--- config.mk ---
export PLATFORM = sky130hd
export DESIGN_NAME = wb_trace_drain_flat
export DESIGN_NICKNAME = d
export VERILOG_FILES = /design/src/rtl/wb_trace_drain_if.sv /design/src/rtl/wb_trace_drain.sv /design/src/flat_wrapper.sv
export SDC_FILE = /design/constraint.sdc
export NUM_CORES = 2
export LEC_CHECK = 0
export ABC_CLOCK_PERIOD_IN_PS = 15450
export CAP_MARGIN = 10
export CORE_MARGIN = 8
export CORE_UTILIZATION = 41
export DETAILED_ROUTE_END_ITERATION = 6
export SYNTH_ARGS = -nofsm -noshare
export SYNTH_HDL_FRONTEND = slang
export SYNTH_SLANG_ARGS = --single-unit
export TNS_END_PERCENT = 10
--- constraint.sdc ---
create_clock -name clk_in -period 15.45 [get_ports clk_in]
set_input_delay 3.09 -clock clk_in [delete_from_list [all_inputs] [get_ports clk_in]]
set_output_delay 3.09 -clock clk_in [all_outputs]
set_load 0.01 [all_outputs]
--- src/rtl/wb_trace_drain_if.sv ---
// Bundle between the writeback-stage tap, the commit trace drain and the host read port.
// Read port: a word moves on any rising edge where rd_valid && rd_ready; while rd_valid is high and rd_ready is low, rd_data/rd_last hold.
interface wb_trace_drain_if;
    logic [31:0] wb_pc;
    logic [31:0] wb_ir;
    logic        wb_rf_w;
    logic [4:0]  wb_rd;
    logic [31:0] wb_wdata;
    logic [31:0] rd_data;
    logic        rd_valid;
    logic        rd_ready;
    logic        rd_last;

    modport master (
        output wb_pc, wb_ir, wb_rf_w, wb_rd, wb_wdata, rd_ready,
        input  rd_data, rd_valid, rd_last
    );

    modport slave (
        input  wb_pc, wb_ir, wb_rf_w, wb_rd, wb_wdata, rd_ready,
        output rd_data, rd_valid, rd_last
    );
endinterface

--- src/rtl/wb_trace_drain.sv ---
// Writeback commit logger: captures retired instructions into a FIFO and serialises them as 32-bit words.
// Define TRACE_TIMESTAMP_EN to add a free-running cycle stamp as a fifth word per entry.
module wb_trace_drain #(
    parameter int          DEPTH       = 16,
    parameter int          MAX_COMMITS = 1200,
    parameter logic [31:0] BUBBLE_IR   = 32'hffffffff
) (
    input  logic              clk_in,
    input  logic              reset,
    wb_trace_drain_if.slave   bus,
    output logic [15:0]       commit_count,
    output logic              overflow,
    output logic              done,
    output logic [0:0]        dbg_state
);

    localparam int          AW      = $clog2(DEPTH);
    localparam logic [AW:0] PTR_ONE = (AW+1)'(1);
    localparam logic [15:0] MAX_C   = 16'(MAX_COMMITS);
`ifdef TRACE_TIMESTAMP_EN
    localparam logic [2:0]  LAST_IDX = 3'd4;
`else
    localparam logic [2:0]  LAST_IDX = 3'd3;
`endif

    localparam logic [0:0] S_IDLE = 1'b0;
    localparam logic [0:0] S_SEND = 1'b1;

    typedef struct packed {
        logic [31:0] pc;
        logic [31:0] ir;
        logic        rf_w;
        logic [4:0]  rd;
        logic [31:0] wdata;
`ifdef TRACE_TIMESTAMP_EN
        logic [31:0] ts;
`endif
    } entry_t;

    entry_t      mem_q [DEPTH];
    entry_t      mem_d [DEPTH];
    entry_t      entry_new;

    logic [AW:0] wr_ptr_q, wr_ptr_d;
    logic [AW:0] rd_ptr_q, rd_ptr_d;
    logic [AW:0] rd_ptr_inc;
    logic [0:0]  state_q, state_d;
    logic [2:0]  idx_q, idx_d;
    logic [31:0] rd_data_q, rd_data_d;
    logic        rd_valid_q, rd_valid_d;
    logic        rd_last_q, rd_last_d;
    logic [15:0] count_q, count_d;
    logic        overflow_q, overflow_d;
    logic        done_q, done_d;
`ifdef TRACE_TIMESTAMP_EN
    logic [31:0] ts_q, ts_d;
`endif

    logic empty, full, more, qual, push, pop;

    assign empty      = (wr_ptr_q == rd_ptr_q);
    assign full       = (wr_ptr_q[AW] != rd_ptr_q[AW]) &&
                        (wr_ptr_q[AW-1:0] == rd_ptr_q[AW-1:0]);
    assign rd_ptr_inc = rd_ptr_q + PTR_ONE;
    assign more       = (rd_ptr_inc != wr_ptr_q);

    function automatic logic [31:0] word_sel(input entry_t e, input logic [2:0] i);
        logic [31:0] w;
        case (i)
            3'd0:    w = e.pc;
            3'd1:    w = e.ir;
            3'd2:    w = {26'b0, e.rf_w, e.rd};
            3'd3:    w = e.rf_w ? e.wdata : 32'd0;
`ifdef TRACE_TIMESTAMP_EN
            3'd4:    w = e.ts;
`endif
            default: w = 32'd0;
        endcase
        return w;
    endfunction

    // Read side: pop happens only on the transfer of an entry's final word.
    always_comb begin
        state_d    = state_q;
        idx_d      = idx_q;
        rd_ptr_d   = rd_ptr_q;
        rd_data_d  = rd_data_q;
        rd_valid_d = rd_valid_q;
        rd_last_d  = rd_last_q;
        pop        = 1'b0;
        case (state_q)
            S_IDLE: begin
                if (!empty) begin
                    state_d    = S_SEND;
                    idx_d      = 3'd0;
                    rd_valid_d = 1'b1;
                    rd_data_d  = word_sel(mem_q[rd_ptr_q[AW-1:0]], 3'd0);
                    rd_last_d  = 1'b0;
                end
            end
            S_SEND: begin
                if (rd_valid_q && bus.rd_ready) begin
                    if (idx_q == LAST_IDX) begin
                        pop      = 1'b1;
                        rd_ptr_d = rd_ptr_inc;
                        idx_d    = 3'd0;
                        if (more) begin
                            rd_valid_d = 1'b1;
                            rd_data_d  = word_sel(mem_q[rd_ptr_inc[AW-1:0]], 3'd0);
                            rd_last_d  = 1'b0;
                        end else begin
                            state_d    = S_IDLE;
                            rd_valid_d = 1'b0;
                            rd_data_d  = 32'd0;
                            rd_last_d  = 1'b0;
                        end
                    end else begin
                        idx_d     = idx_q + 3'd1;
                        rd_data_d = word_sel(mem_q[rd_ptr_q[AW-1:0]], idx_q + 3'd1);
                        rd_last_d = ((idx_q + 3'd1) == LAST_IDX);
                    end
                end
            end
            default: begin
                state_d    = S_IDLE;
                rd_valid_d = 1'b0;
                rd_data_d  = 32'd0;
                rd_last_d  = 1'b0;
            end
        endcase
    end

    // Capture side: a final-word pop in the same cycle frees the slot a full FIFO needs.
    always_comb begin
        entry_new       = '0;
        entry_new.pc    = bus.wb_pc;
        entry_new.ir    = bus.wb_ir;
        entry_new.rf_w  = bus.wb_rf_w;
        entry_new.rd    = bus.wb_rd;
        entry_new.wdata = bus.wb_wdata;
`ifdef TRACE_TIMESTAMP_EN
        entry_new.ts    = ts_q;
        ts_d            = ts_q + 32'd1;
`endif
        qual       = (bus.wb_ir != BUBBLE_IR) && (count_q < MAX_C);
        push       = qual && (!full || pop);
        wr_ptr_d   = push ? (wr_ptr_q + PTR_ONE) : wr_ptr_q;
        count_d    = qual ? (count_q + 16'd1) : count_q;
        overflow_d = overflow_q | (qual && full && !pop);
        done_d     = done_q | ((count_q == MAX_C) && empty && (state_q == S_IDLE));
        mem_d      = mem_q;
        if (push) begin
            mem_d[wr_ptr_q[AW-1:0]] = entry_new;
        end
    end

    always_ff @(posedge clk_in) begin
        mem_q <= mem_d;
    end

    always_ff @(posedge clk_in) begin
        if (!reset) begin
            wr_ptr_q   <= '0;
            rd_ptr_q   <= '0;
            state_q    <= S_IDLE;
            idx_q      <= 3'd0;
            rd_data_q  <= 32'd0;
            rd_valid_q <= 1'b0;
            rd_last_q  <= 1'b0;
            count_q    <= 16'd0;
            overflow_q <= 1'b0;
            done_q     <= 1'b0;
`ifdef TRACE_TIMESTAMP_EN
            ts_q       <= 32'd0;
`endif
        end else begin
            wr_ptr_q   <= wr_ptr_d;
            rd_ptr_q   <= rd_ptr_d;
            state_q    <= state_d;
            idx_q      <= idx_d;
            rd_data_q  <= rd_data_d;
            rd_valid_q <= rd_valid_d;
            rd_last_q  <= rd_last_d;
            count_q    <= count_d;
            overflow_q <= overflow_d;
            done_q     <= done_d;
`ifdef TRACE_TIMESTAMP_EN
            ts_q       <= ts_d;
`endif
        end
    end

    assign bus.rd_data   = rd_data_q;
    assign bus.rd_valid  = rd_valid_q;
    assign bus.rd_last   = rd_last_q;
    assign commit_count  = count_q;
    assign overflow      = overflow_q;
    assign done          = done_q;
    assign dbg_state     = state_q;

endmodule

--- src/flat_wrapper.sv ---
// flat-port wrapper written by rule: the top's interface ports become plain ports
module wb_trace_drain_flat 
#(
    parameter int          DEPTH       = 16,
    parameter int          MAX_COMMITS = 1200,
    parameter logic [31:0] BUBBLE_IR   = 32'hffffffff
)
  (clk_in, reset, commit_count, overflow, done, dbg_state, bus_wb_pc, bus_wb_ir, bus_wb_rf_w, bus_wb_rd, bus_wb_wdata, bus_rd_ready, bus_rd_data, bus_rd_valid, bus_rd_last);
  wb_trace_drain_if bus_i ();
  input  logic clk_in;
  input  logic reset;
  output logic [15:0] commit_count;
  output logic overflow;
  output logic done;
  output logic [0:0] dbg_state;
  input wire logic [$bits(bus_i.wb_pc)-1:0] bus_wb_pc;
  input wire logic [$bits(bus_i.wb_ir)-1:0] bus_wb_ir;
  input wire logic [$bits(bus_i.wb_rf_w)-1:0] bus_wb_rf_w;
  input wire logic [$bits(bus_i.wb_rd)-1:0] bus_wb_rd;
  input wire logic [$bits(bus_i.wb_wdata)-1:0] bus_wb_wdata;
  input wire logic [$bits(bus_i.rd_ready)-1:0] bus_rd_ready;
  output wire logic [$bits(bus_i.rd_data)-1:0] bus_rd_data;
  output wire logic [$bits(bus_i.rd_valid)-1:0] bus_rd_valid;
  output wire logic [$bits(bus_i.rd_last)-1:0] bus_rd_last;
  assign bus_i.wb_pc = bus_wb_pc;
  assign bus_i.wb_ir = bus_wb_ir;
  assign bus_i.wb_rf_w = bus_wb_rf_w;
  assign bus_i.wb_rd = bus_wb_rd;
  assign bus_i.wb_wdata = bus_wb_wdata;
  assign bus_i.rd_ready = bus_rd_ready;
  assign bus_rd_data = bus_i.rd_data;
  assign bus_rd_valid = bus_i.rd_valid;
  assign bus_rd_last = bus_i.rd_last;
  wb_trace_drain #(.DEPTH(DEPTH), .MAX_COMMITS(MAX_COMMITS), .BUBBLE_IR(BUBBLE_IR)) u_core (.clk_in(clk_in), .reset(reset), .bus(bus_i), .commit_count(commit_count), .overflow(overflow), .done(done), .dbg_state(dbg_state));
endmodule
==> results.yml <==
yosys:
  synth_top_cell_area_share_pct: 70.7
  syn_area_per_cell_sq_um: 21.3
  synth_area_sq_um: 69300
  synthArstFlopShare_pct: 0
  ys_ff_latch: 1698
  syn_inst: 3257
  yosysSeqAreaShare_pct: 72.6
  ys_types: 63
  synth_nets: 3376
  ys.flop_type: "edfxtp_1"
  synth_edf_count: 1632
  yosysTopAreaCell: "edfxtp_1"
  yosys-top-cells-area: "edfxtp_1, mux4_2, dfxtp_1"
  ys_warn_count: 0
clock_network:
  h-tree-depth: 4
  cts_setup_buffers: 0
  clk_transition_reported_paths_ns: 0.06
  cts_hold_buf: 0
  cts_buffers: 173
  clk_latency_ns: 0.82
  clockBufferDepth: 3
  cts_resized: 0
  cts_root_buffer: "clkbuf_16"
  cts_tree: "done"
  numClockSinks: 1698
final_layout:
  fin_util_pct: 47.1
  areaGrowthSynthToFinish_pct: 14.6
  final_common_cell: "edfxtp_1"
  final_cell_mix: "edfxtp_1, mux4_2, clkbuf_16"
  nNetsFinal: 3589
  drive_gt1_share_pct: 27.1
power_and_ir_drop:
  power_switching_share_pct: 21.5
  power.density_nw_per_um2: 126
  power_frac_comb_pct: 4.5
  sequentialPowerShare_pct: 52.4
  vdd_drop_max_uv: 123
  switchingPower_mw: 2.15
  power_mw: 9.98
  pwr-share-clk_pct: 43.1
  p_leak_nw: 23.9
  intPower_mw: 7.83
sta:
  finalCriticalPeriod_ns: 6.77
  hold_viol_final: 0
  setup_ws_ns: 8.68
  final.setup.tns_ns: 0
  relSlewSlack_pct: 20.1
  skew_ns: 0.0318
  report.final.slew_viol_count: 0
  grt_setup_unrepaired: "no"
  whs_ns: 0.480
  setup_viol: 0
  tightest_slew_ns: 1.20
  finalCritPeriodShare_pct: 43.8
  max_freq_mhz: 148
global_route:
  antenna_found_initial: 22
  grt_pass1_wl_um: 266000
  grt_max_degree: 120
  grt_util_all_layers_pct: 20.2
  grt_pass1_vias: 35400
  grt.overflow.total: 0
placed_design:
  io_buffers: 157
  hpwlAfterDp_um: 108000
  place_congestion: 0.811
  preCtsSetupSlack_ns: 7.88
worst_setup_path:
  end_kind: "flop"
  start_kind: "input port"
  path_max_fanout: 51
  critPathRequiredTime_ns: 15.87
  crit_type: "in2reg"
  arrival_ns: 7.19
  slowest_stage: "buf_4"
  cp_common_cell: "buf_4"
  path_cells: "clkdlybuf4s50_1, nand4_1, nor4_1, a22oi_1, and2_1, nand3_1, nor3_2, buf_4, buf_4"
  slowest_delay_ns: 0.87
floorplan:
  pin_count: 158
  core_sq_um: 169000
  row_count: 151
  die_w_um: 427
  start_util_pct: 41.1
  die-area_sq_um: 182000
  die_y_um: 427
job:
  cap_violations: 0
detailed_routing:
  drcViolationCount: 0
  wl_per_cell_um: 31.8
  ant_nets: 0
  num_vias: 34800
  routed_wl_um: 186000
  vias_per_cell: 5.96
  drt_iter0_markers: 3933
  drt_pre_antenna_iters: 5
status:
  status: "finished clean"
hold_path:
  hold_path.class: "reg2reg"
-- worst max-delay path, delay by kind of cell --
family | cells | cell delay, ns
and+or+nand+nor | 5 | 1.61
AOI/OAI and AO/OA | 1 | 0.53
buffers and inverters | 3 | 1.85
-- worst paths after layout --
check	start	to	slack, ns	cells after the start
setup / recovery	bus_wb_ir[11]	u_core.mem_q[1231]$_DFFE_PP_	8.68	9
hold reg to reg	u_core.commit_count[13]$_SDFFE_PN0P_	u_core.commit_count[13]$_SDFFE_PN0P_	0.48	1
setup reg to reg	u_core.rd_ptr_q[1]$_SDFFE_PN0P_	u_core.bus.rd_data[13]$_SDFFE_PN0P_	10.19	10
hold / removal	u_core.commit_count[13]$_SDFFE_PN0P_	u_core.commit_count[13]$_SDFFE_PN0P_	0.48	1
-- power by group through the flow --
stage / logic (mW) / clock network [mW] / registers, mW
global placement: 0.449 / 0 / 5.32
detailed placement: 0.453 / 0 / 5.32
global route: 0.476 / 4.55 / 5.23
floorplan: 0.186 / 0 / 5.33
finish: 0.450 / 4.30 / 5.23
CTS: 0.454 / 4.38 / 5.23
-- cell usage after synthesis, drive strengths merged (3+ instances only) --
cell,number
mux2,15
mux4,572
nand4,15
buf,118
edfxtp,1632
or3,6
nand3,34
mux2i,46
a311oi,4
nand2b,10
ha,14
a22oi,108
a31oi,3
o41ai,13
o211ai,17
xor2,7
nor3,16
clkbuf,89
nor2,51
xnor2,15
a32o,3
a21oi,77
nand2,110
nor2b,40
o2111ai,4
dfxtp,66
o22ai,12
o31ai,15
inv,17
and2,23
o21ai,42
a211o,4
a21boi,10
and3,15
nor4,9
a32oi,4
-- stage by stage --
step | instances | instance area (sq um)
6_report | 5843 | 79400
2_1_floorplan | 3257 | 69300
3_5_place_dp | 5513 | 73500
4_1_cts | 5838 | 79400
3_3_place_gp | 5513 | 73500
5_1_grt | 5841 | 79400
-- layout make-up --
cell class / instances / area (sq um)
Antenna cell: 5 / 12.5
Clock buffer: 215 / 4560
Clock inverter: 110 / 1320
Fill cell: 13700 / 89300
Inverter: 18 / 68.8
Multi-Input combinational cell: 1334 / 18000
Sequential cell: 1698 / 50300
Tap cell: 2218 / 2780
Timing Repair Buffer: 245 / 2290
-- per-layer routing --
layer / wire length (um) / track usage, % / up-vias
met5: 69 / 0 / -
met3: 12300 / 3.66 / 294
li1: - / - / 14300
met4: 5570 / 6.15 / 10
met1: 76400 / 27.6 / 18800
met2: 91300 / 33.1 / 1379
-- registers in the layout, indices dropped and copies added (netlist names) --
register,cells
u_core.rd_ptr_q,5
u_core.commit_count,16
u_core.bus.rd_data,32
u_core.wr_ptr_q,5
u_core.bus.rd_last,1
u_core.done,1
u_core.idx_q,3
u_core.bus.rd_valid,1
u_core.overflow,1
u_core.mem_q,1632
u_core.dbg_state,1
-- kinds of logic after synthesis --
| family | Yosys count | share of synthesized area (%) |
|---|---|---|
| buffers and inverters | 225 | 1.66 |
| flip-flops | 1698 | 72.6 |
| multiplexers | 633 | 19.5 |
| AND/OR/NAND/NOR | 334 | 2.36 |
| AO/OA/AOI/OAI | 331 | 3.31 |
| adder cells (fa/ha/maj) | 14 | 0.253 |
| XOR/XNOR | 22 | 0.289 |
No activity file was read; power rests on OpenSTA's default activity.
